**src/rtl/i2c_analyzer_pkg.sv**
```systemverilog
// Shared constants for the I2C frame decoder: FSM encoding, the bit slot
// that carries ACK/NACK, and the ceiling of the per-transaction byte index.
package i2c_analyzer_pkg;

   // Decoder FSM encoding
   localparam logic [1:0] ST_IDLE = 2'd0;
   localparam logic [1:0] ST_ADDR = 2'd1;
   localparam logic [1:0] ST_DATA = 2'd2;

   // Bit slots 0..7 carry data (MSB first); slot 8 carries ACK/NACK
   localparam logic [3:0] ACK_SLOT = 4'd8;

   // byte_index stops counting here instead of wrapping
   localparam logic [5:0] BYTE_IDX_MAX = 6'd63;

   // Saturating increment for the byte index
   function automatic logic [5:0] sat_inc(input logic [5:0] v);
      return (v == BYTE_IDX_MAX) ? v : v + 6'd1;
   endfunction

endpackage

```
**src/rtl/i2c_line_filter.sv**
```systemverilog
// Brings one raw open-drain bus line into the clk domain with a 2-FF
// synchronizer, then suppresses glitches: the filtered output only follows
// the synchronized line after FILTER_LEN consecutive samples disagree with it.
// Everything resets high so an idle bus looks idle straight out of reset.
module i2c_line_filter #(
   parameter int FILTER_LEN = 3
) (
   input  logic clk,
   input  logic reset,
   input  logic i_line,
   output logic o_line_f
);

   localparam logic [3:0] CNT_LAST = 4'(FILTER_LEN - 1);

   logic       r_sync1;
   logic       r_sync2;
   logic       r_filt;
   logic [3:0] r_cnt;

   // Synchronize, then count consecutive samples differing from the filtered value
   always_ff @(posedge clk) begin
      if (reset) begin
         r_sync1 <= 1'b1;
         r_sync2 <= 1'b1;
         r_filt  <= 1'b1;
         r_cnt   <= 4'd0;
      end else begin
         r_sync1 <= i_line;
         r_sync2 <= r_sync1;
         if (r_sync2 == r_filt) begin
            r_cnt <= 4'd0;
         end else if (r_cnt == CNT_LAST) begin
            r_filt <= r_sync2;
            r_cnt  <= 4'd0;
         end else begin
            r_cnt <= r_cnt + 4'd1;
         end
      end
   end

   assign o_line_f = r_filt;

endmodule

```
**src/rtl/i2c_frame_decoder.sv**
```systemverilog
// Passive I2C bus decoder. Detects START/STOP on the filtered lines, shifts in
// 9-bit byte+ACK slots on SCL rising edges, and reports each completed byte
// together with the latched address, R/W bit and a saturating byte index.
module i2c_frame_decoder
   import i2c_analyzer_pkg::*;
#(
   parameter int FILTER_LEN = 3
) (
   input  logic       clk,
   input  logic       reset,
   input  logic       scl_in,
   input  logic       sda_in,
   output logic       start_det,
   output logic       stop_det,
   output logic       byte_valid,
   output logic [7:0] byte_data,
   output logic       byte_ack,
   output logic       byte_is_addr,
   output logic [6:0] addr_out,
   output logic       rw_bit,
   output logic [5:0] byte_index,
   output logic       bus_busy,
   output logic       frame_err
);

   logic w_scl_f;
   logic w_sda_f;

   i2c_line_filter #(.FILTER_LEN(FILTER_LEN)) u_scl_filter (
      .clk      (clk),
      .reset    (reset),
      .i_line   (scl_in),
      .o_line_f (w_scl_f)
   );

   i2c_line_filter #(.FILTER_LEN(FILTER_LEN)) u_sda_filter (
      .clk      (clk),
      .reset    (reset),
      .i_line   (sda_in),
      .o_line_f (w_sda_f)
   );

   logic       r_scl_prev;
   logic       r_sda_prev;
   logic [1:0] r_state;
   logic [3:0] r_bit_cnt;
   logic [7:0] r_shift;

   logic       r_start_det;
   logic       r_stop_det;
   logic       r_byte_valid;
   logic [7:0] r_byte_data;
   logic       r_byte_ack;
   logic       r_byte_is_addr;
   logic [6:0] r_addr;
   logic       r_rw;
   logic [5:0] r_byte_index;
   logic       r_bus_busy;
   logic       r_frame_err;

   logic w_start;
   logic w_stop;
   logic w_scl_rise;
   logic w_slot_done;

   // START/STOP need SCL stable high across the SDA transition
   assign w_start    = r_scl_prev & w_scl_f & r_sda_prev & ~w_sda_f;
   assign w_stop     = r_scl_prev & w_scl_f & ~r_sda_prev & w_sda_f;
   assign w_scl_rise = ~r_scl_prev & w_scl_f;
   // The ACK slot closes a byte; bus conditions win over sampling
   assign w_slot_done = w_scl_rise & ~w_start & ~w_stop &
                        (r_state != ST_IDLE) & (r_bit_cnt == ACK_SLOT);

   // Previous-cycle copies of the filtered lines for edge detection
   always_ff @(posedge clk) begin
      if (reset) begin
         r_scl_prev <= 1'b1;
         r_sda_prev <= 1'b1;
      end else begin
         r_scl_prev <= w_scl_f;
         r_sda_prev <= w_sda_f;
      end
   end

   // Frame FSM, bit counter and data shift register
   always_ff @(posedge clk) begin
      if (reset) begin
         r_state   <= ST_IDLE;
         r_bit_cnt <= 4'd0;
         r_shift   <= 8'd0;
      end else if (w_start) begin
         r_state   <= ST_ADDR;
         r_bit_cnt <= 4'd0;
         r_shift   <= 8'd0;
      end else if (w_stop) begin
         r_state   <= ST_IDLE;
         r_bit_cnt <= 4'd0;
         r_shift   <= 8'd0;
      end else if (w_scl_rise && (r_state != ST_IDLE)) begin
         if (r_bit_cnt == ACK_SLOT) begin
            r_bit_cnt <= 4'd0;
            r_shift   <= 8'd0;
            if (r_state == ST_ADDR) begin
               r_state <= ST_DATA;
            end
         end else begin
            r_shift   <= {r_shift[6:0], w_sda_f};
            r_bit_cnt <= r_bit_cnt + 4'd1;
         end
      end
   end

   // Registered event pulses and per-byte / per-transaction results
   always_ff @(posedge clk) begin
      if (reset) begin
         r_start_det    <= 1'b0;
         r_stop_det     <= 1'b0;
         r_byte_valid   <= 1'b0;
         r_byte_data    <= 8'd0;
         r_byte_ack     <= 1'b0;
         r_byte_is_addr <= 1'b0;
         r_addr         <= 7'd0;
         r_rw           <= 1'b0;
         r_byte_index   <= 6'd0;
         r_bus_busy     <= 1'b0;
         r_frame_err    <= 1'b0;
      end else begin
         r_start_det  <= w_start;
         r_stop_det   <= w_stop;
         r_frame_err  <= (w_start | w_stop) & (r_bit_cnt != 4'd0);
         r_byte_valid <= w_slot_done;
         if (w_start) begin
            r_bus_busy   <= 1'b1;
            r_byte_index <= 6'd0;
         end else if (w_stop) begin
            r_bus_busy <= 1'b0;
         end
         if (w_slot_done) begin
            r_byte_data    <= r_shift;
            r_byte_ack     <= ~w_sda_f;
            r_byte_is_addr <= (r_state == ST_ADDR);
            r_byte_index   <= sat_inc(r_byte_index);
            if (r_state == ST_ADDR) begin
               r_addr <= r_shift[7:1];
               r_rw   <= r_shift[0];
            end
         end
      end
   end

   assign start_det    = r_start_det;
   assign stop_det     = r_stop_det;
   assign byte_valid   = r_byte_valid;
   assign byte_data    = r_byte_data;
   assign byte_ack     = r_byte_ack;
   assign byte_is_addr = r_byte_is_addr;
   assign addr_out     = r_addr;
   assign rw_bit       = r_rw;
   assign byte_index   = r_byte_index;
   assign bus_busy     = r_bus_busy;
   assign frame_err    = r_frame_err;

endmodule
```
**config.mk**
```make
export PLATFORM = sky130hd
export DESIGN_NAME = i2c_frame_decoder
export DESIGN_NICKNAME = d
export VERILOG_FILES = /design/src/rtl/i2c_analyzer_pkg.sv /design/src/rtl/i2c_line_filter.sv /design/src/rtl/i2c_frame_decoder.sv
export SDC_FILE = /design/constraint.sdc
export NUM_CORES = 1
export LEC_CHECK = 0
export ABC_AREA = 1
export CELL_PAD_IN_SITES_DETAIL_PLACEMENT = 1
export CELL_PAD_IN_SITES_GLOBAL_PLACEMENT = 2
export CORE_UTILIZATION = 33
export CTS_CLUSTER_SIZE = 16
export DETAILED_ROUTE_END_ITERATION = 10
export GPL_TIMING_DRIVEN = 0
export PLACE_DENSITY_LB_ADDON = 0.1
export SYNTH_ARGS = -nofsm -noshare
export SYNTH_HDL_FRONTEND = slang
export SYNTH_SLANG_ARGS = --single-unit
export TNS_END_PERCENT = 1
```
**constraint.sdc**
```tcl
create_clock -name clk -period 3.65 [get_ports clk]
set_input_delay 0.365 -clock clk [delete_from_list [all_inputs] [get_ports clk]]
set_output_delay 0.365 -clock clk [all_outputs]
set_load 0.02 [all_outputs]
```
==> flow_metrics.tcl, run 1 <==
set metrics [dict create \
    cts_sinks 59 \
    drc 0 \
    dieHeight_um 84.6 \
    vdd_drop_max_mv 0.232 \
    yosysSeqAreaShare_pct 52.5 \
    synth_top_family_by_area "simple AND/OR/NAND/NOR gates" \
    finalHoldViolCount 0 \
    synth.distinct_cells 25 \
    power_density_nw_per_um2 478 \
    cts_setup_buffers 0 \
    rsz0062_at_grt "false" \
    grt_pass1_wl_um 9240 \
    layout_setup_ws_ps 1820 \
    clk_path_buf_depth 2 \
    synthFlopType "dfxtp_1" \
    die_area_sq_um 7160 \
    seqPwrFrac_pct 46.6 \
    insertedDiodeCount 0 \
    initial_core_util_pct 34.9 \
    cellLeakagePower_uw 0.00114 \
    synth_xor_xnor_area_share_pct 2.72 \
    vias_per_cell 4.71 \
    ys_ff_latch 59 \
    fin_nets 333 \
    grt-ovfl-total 0 \
    grt_start_max_net_pins 11 \
    setup_viol 0 \
    syn_area_per_cell_sq_um 8.07 \
    synthAdderAreaFrac_pct 3.89 \
    synth_simple_gate_area_share_pct 25.5 \
    cts_root_buffer "clkbuf_8" \
    synth_edf_count 0 \
    track_usage_pct 16.9 \
    synthToLayoutAreaGrowth_pct 29.5 \
    syn_nets 290 \
    synth_warnings 0 \
    numPlacedInstances 388 \
    dp_hpwl_um 3810 \
    tns_ps 0 \
    core_area_sq_um 6460 \
    drive_gt1_share_pct 9.79 \
    swShare_pct 19.8 \
    synthCells 279 \
    rows 29 \
    htree_levels 3 \
    path_buf_inv 1 \
    clk_latency_ps 340 \
    netlist_area_sq_um 2250 \
    die_w_um 84.6 \
    synthMuxAreaShare_pct 0 \
    p_switching_uw 276 \
    final_cell_count_no_fill 404 \
    dpl_worst_slack_ps 1740 \
    antenna_found_initial 0 \
    cts_buffers 9 \
    hold_path.class "register to register" \
    required_ps 3280 \
    gp_congestion 0.778 \
    fmax_mhz 547 \
    max_slew_margin_pct 67.3 \
    drt-wirelength-per-cell_um 13.1 \
    wirelength_um 5310 \
    async_reset_ff_share_pct 0 \
    pwr-share-clk_pct 51.4 \
    drv_slew 0 \
    vias 1903 \
    period_needed_ps 1830 \
    clk_pin_slew_worst_paths_ps 70 \
    min_period_over_period_pct 50.1 \
    critPathMaxFanout 7 \
    cap_violations 0 \
    startpoint_type "register" \
    timing.hold.ws_ps 407 \
    crit_family "buffers and inverters" \
    max_stage_delay_ps 660 \
    postCtsResizedCells 0 \
    drtIter0Drc 81 \
    outcome "finished, final reports clean" \
    holdBufCountCts 0 \
    crit_chain "clkdlybuf4s50_1" \
    crit_type "register to output port" \
    intPower_uw 1120 \
    grt_pass1_vias 1915 \
    port_buffers 32 \
    ios 33 \
    arrival_ps 1460 \
    drtAntennaViolNets 0 \
    fin_skew_ps 7.03 \
    cp_slowest_cell "clkdlybuf4s50_1" \
    end_kind "output port" \
    combPwrFrac_pct 1.9 \
    tightest_slew_ps 490 \
    drtPass1Iterations 5 \
    cts_tree "yes" \
    synth-compound-area-share_pct 10.1 \
    utilization_pct 45.1 \
]
==> power by group through the flow <==
stage | sequential, uW | clock (uW) | combinational [uW]
5_1_grt | 649 | 762 | 31.1
4_1_cts | 649 | 736 | 27.7
6_report | 649 | 716 | 26.9
3_3_place_gp | 663 | 0 | 27.5
3_5_place_dp | 663 | 0 | 27.6
2_1_floorplan | 663 | 0 | 16.4
==> cell usage after synthesis (2+ instances only) <==
| library cell | number | share of area, % |
|---|---|---|
| xnor2_1 | 2 | 0.78 |
| nor2_1 | 62 | 10 |
| buf_6 | 2 | 1.0 |
| nand4_1 | 2 | 0.56 |
| nand2_1 | 44 | 7.3 |
| dfxtp_1 | 59 | 52 |
| or2_2 | 6 | 1.7 |
| a21oi_1 | 19 | 4.2 |
| clkbuf_1 | 5 | 0.83 |
| o21ai_1 | 8 | 1.8 |
| inv_1 | 17 | 2.8 |
| o21ai_0 | 15 | 3.3 |
| ha_1 | 7 | 3.9 |
| inv_2 | 2 | 0.33 |
| xor2_1 | 5 | 1.9 |
| clkinv_1 | 2 | 0.33 |
| nand3_1 | 14 | 3.1 |
==> path summary, 6_finish.rpt <==
kind,cells past startpoint,slack (ps),start,endpoint
hold reg to reg,1,410,u_sda_filter.r_sync1$_SDFF_PP1_,u_sda_filter.r_sync2$_SDFF_PP1_
setup reg to reg,8,1860,r_bit_cnt[0]$_SDFFE_PP0N_,byte_data[2]$_SDFFE_PP0P_
setup / recovery,1,1820,byte_index[2]$_SDFFE_PP0P_,byte_index[2]
hold / removal,1,410,u_sda_filter.r_sync1$_SDFF_PP1_,u_sda_filter.r_sync2$_SDFF_PP1_
==> cells by family after synthesis <==
family                     Yosys count
and+or+nand+nor                    134
DFF                                 59
AOI/OAI and AO/OA                   44
buffers and inverters               28
xor gates and xnor gates             7
adders and majority gates            7
==> state kept, by name (all words and copies together), names as in the netlist, 2 cells and up <==
register,count
addr_out,7
byte_data,8
byte_index,6
r_bit_cnt,4
r_shift,8
r_state,2
u_scl_filter.r_cnt,4
u_sda_filter.r_cnt,4
==> final cells by class <==
class                           instances  area (sq um)
Sequential cell                        59          1180
Timing Repair Buffer                   32           320
Clock buffer                           13           179
Inverter                               21          78.8
Buffer                                  7          41.3
Tap cell                               77          96.3
Clock inverter                          3          67.6
Multi-Input combinational cell        192           950
Fill cell                             792          3540
==> cells in the final DEF (no fill, tap or decap) <==
master | netlist | layout
a21oi_1 | 19 | 19
a31o_2 | 1 | 1
buf_6 | 2 | 2
bufinv_16 | 0 | 2
clkbuf_1 | 5 | 5
clkbuf_8 | 0 | 13
clkdlybuf4s50_1 | 0 | 32
clkinv_1 | 2 | 2
clkinvlp_4 | 0 | 1
dfxtp_1 | 59 | 59
ha_1 | 7 | 7
inv_1 | 17 | 17
inv_2 | 2 | 2
nand2_1 | 44 | 44
nand2_2 | 1 | 1
nand2_4 | 1 | 1
nand3_1 | 14 | 14
nand3_2 | 1 | 1
nand3b_1 | 1 | 1
nand4_1 | 2 | 2
nor2_1 | 62 | 62
nor2_4 | 1 | 1
nor3_2 | 1 | 1
o21ai_0 | 15 | 15
o21ai_1 | 8 | 8
o21bai_1 | 1 | 1
or2_2 | 6 | 6
xnor2_1 | 2 | 2
xor2_1 | 5 | 5
==> stage by stage <==
step	power [uW]	cell area, sq um
final	1390	2910
after global placement	691	2670
after detailed placement	691	2670
after global routing	1440	2910
after floorplan	680	2250
after CTS	1410	2910
==> routing by layer <==
layer	global-route usage, %	up-vias	wire, um
li1	-	976	-
met1	22.3	893	2690
met2	25.5	23	2330
met3	4.23	11	150
met4	9.24	0	139
met5	0	-	0
Power figures use the tool's default switching activity.
==> run 2: changes to the inputs <==
CORE_UTILIZATION = 31   (was 33)
clock period = 1.9 ns   (was 3.65 ns; I/O delays follow)
==> run 2 against run 1 <==
Effect of this change: register-to-register slack got worse by 1600 ps; non-clock buffer count did not move; sequential power rose by 93%; sequential share of layout area fell by 0.35 points; combinational power rose by 94%; clock skew barely moved; critical path depth rose by 7; core utilization fell by 2.6 points; design area rose by 0.86%; critical endpoint is now byte_data[7]$_SDFFE_PP0P_; largest cell class unchanged; highest routed layer unchanged.
==> flow_metrics.tcl, run 2 (synthesis results as in run 1) <==
set metrics [dict create \
    outcome "finished, final reports clean" \
    power_density_nw_per_um2 912 \
    cp_slowest_cell "dfxtp_1" \
    required_ps 2130 \
    crit_type "register to register" \
    fmax_mhz 607 \
    regToRegStartpoint "r_bit_cnt[0]$_SDFFE_PP0N_" \
    crit_chain "inv_1, ha_1, nand2_1, nor2_2, nand2_4, clkbuf_1, o21ai_0, nor2_1" \
    rsz0062_at_grt "false" \
    cts_root_buffer "clkbuf_8" \
    layout_common_cells "nor2_1 (61), dfxtp_1 (59), nand2_1 (44)" \
    tns_ps 0 \
    fin_nets 333 \
    htree_levels 3 \
    drt-wirelength-per-cell_um 12.4 \
    drtIter0Drc 47 \
    finalHoldViolCount 0 \
    drtPass1Iterations 4 \
    die_area_sq_um 7610 \
    rows 30 \
    die_w_um 87.2 \
    vias 1857 \
    postCtsResizedCells 0 \
    antenna_found_initial 0 \
    dpl_cell_area_sq_um 2690 \
    hold_path.class "register to register" \
    clk_pin_slew_worst_paths_ps 70 \
    synthToLayoutAreaGrowth_pct 30.6 \
    track_usage_pct 15.6 \
    path_buf_inv 2 \
    hp-start "u_scl_filter.r_sync1$_SDFF_PP1_" \
    clk_path_buf_depth 2 \
    initial_core_util_pct 32.6 \
    period_needed_ps 1650 \
    cts_tree "yes" \
    dpl_worst_slack_ps 94.2 \
    grt_pass1_wl_um 8800 \
    design_area_sq_um 2940 \
    grt_pass1_vias 1839 \
    vias_per_cell 4.39 \
    drtAntennaViolNets 0 \
    crit_family "simple AND/OR/NAND/NOR gates" \
    n_fill_cell 886 \
    layout_setup_ws_ps 253 \
    drc 0 \
    r2r_cells 8 \
    ios 33 \
    grt-ovfl-total 0 \
    max_slew_margin_pct 69.6 \
    clk_latency_ps 330 \
    grt_start_max_net_pins 11 \
    drv_slew 0 \
    critPathMaxFanout 10 \
    min_period_over_period_pct 86.7 \
    min_to "u_scl_filter.r_sync2$_SDFF_PP1_" \
    drive_gt1_share_pct 10.1 \
    cts_sinks 59 \
    startpoint_type "register" \
    rrSetupSlack_ps 250 \
    cellLeakagePower_uw 0.00114 \
    holdBufCountCts 0 \
    port_buffers 32 \
    tightest_slew_ps 456 \
    insertedDiodeCount 0 \
    max_stage_delay_ps 320 \
    final_common_cell "nor2_1" \
    cap_violations 0 \
    end_kind "register" \
    cts_setup_buffers 0 \
    arrival_ps 1870 \
    gp_congestion 0.749 \
    setup_viol 0 \
    cts_buffers 9 \
    vdd_drop_max_mv 0.530 \
    reg2reg_to "byte_data[7]$_SDFFE_PP0P_" \
    fin_skew_ps 7.22 \
    dieHeight_um 87.2 \
    worstHoldPathCells 1 \
    dp_hpwl_um 3730 \
    core_area_sq_um 6910 \
    wirelength_um 5260 \
]
[run 2: changes by cell type in the layout (fill, tap and decap cells not counted), sizes merged]
cell    change
bufinv      +1
clkinv      +1
clkbuf      -2
[run 2: power by group]
group | total [uW] | leakage (uW) | switching [uW] | internal, uW
clock network | 1380 | 0.000123 | 479 | 903
logic | 52.2 | 0.000542 | 33.4 | 18.8
registers | 1250 | 0.000476 | 3.79 | 1240
total | 2680 | 0.00114 | 516 | 2160
[run 2: worst max path at each step]
stage                                         start  cells after the start  slack, ps                         to
after detailed placement  r_bit_cnt[0]$_SDFFE_PP0N_                      8         90  byte_data[7]$_SDFFE_PP0P_
after CTS                 r_bit_cnt[0]$_SDFFE_PP0N_                     10         70    r_state[1]$_SDFFE_PP0P_
after floorplan           r_bit_cnt[0]$_SDFFE_PP0N_                     10        450   addr_out[0]$_SDFFE_PP0P_
after global placement    r_bit_cnt[0]$_SDFFE_PP0N_                      8         90  byte_data[7]$_SDFFE_PP0P_
after global routing      r_bit_cnt[0]$_SDFFE_PP0N_                      8         50  byte_data[7]$_SDFFE_PP0P_
final                     r_bit_cnt[0]$_SDFFE_PP0N_                      8        250  byte_data[7]$_SDFFE_PP0P_
[run 2: final cells by class]
cell class                      instances  area, sq um  share of cell area, %
Sequential cell                        59         1180                   40.2
Multi-Input combinational cell        192          952                   32.4
Timing Repair Buffer                   32          320                   10.9
Clock buffer                           11          141                   4.81
Tap cell                               96          120                   4.09
Clock inverter                          5          100                   3.41
Inverter                               21         82.6                   2.81
Buffer                                  7         41.3                   1.40
[run 2: worst reg2reg max path, delay by kind of cell (launching register included)]
kind | cells | cell delay (ps)
DFF | 1 | 320
buffers and inverters | 2 | 330
AOI/OAI and AO/OA | 1 | 260
and+or+nand+nor | 4 | 460
adders and majority gates | 1 | 190
[run 2: per-stage QoR]
step	util [%]	hold slack, ps	total power, uW	instances
global route	42.6	430	2780	423
CTS	42.5	419	2720	423
detailed placement	39.0	399	1330	407
floorplan	-	274	1310	279
finish	42.6	414	2680	423
global placement	39.0	394	1330	407
[run 2: per-layer routing]
metal	vias up	global-route usage, %	routed length, um
met2	27	24.9	2350
met1	849	19.8	2660
met3	4	5.97	201
met4	0	4.02	57
met5	-	0	0
li1	977	-	-
==> run 3: changes to the inputs <==
CAP_MARGIN = 30   (was unset)
==> results of run 3 <==
No change in the layout: final DEF, timing and power equal those of run 2.
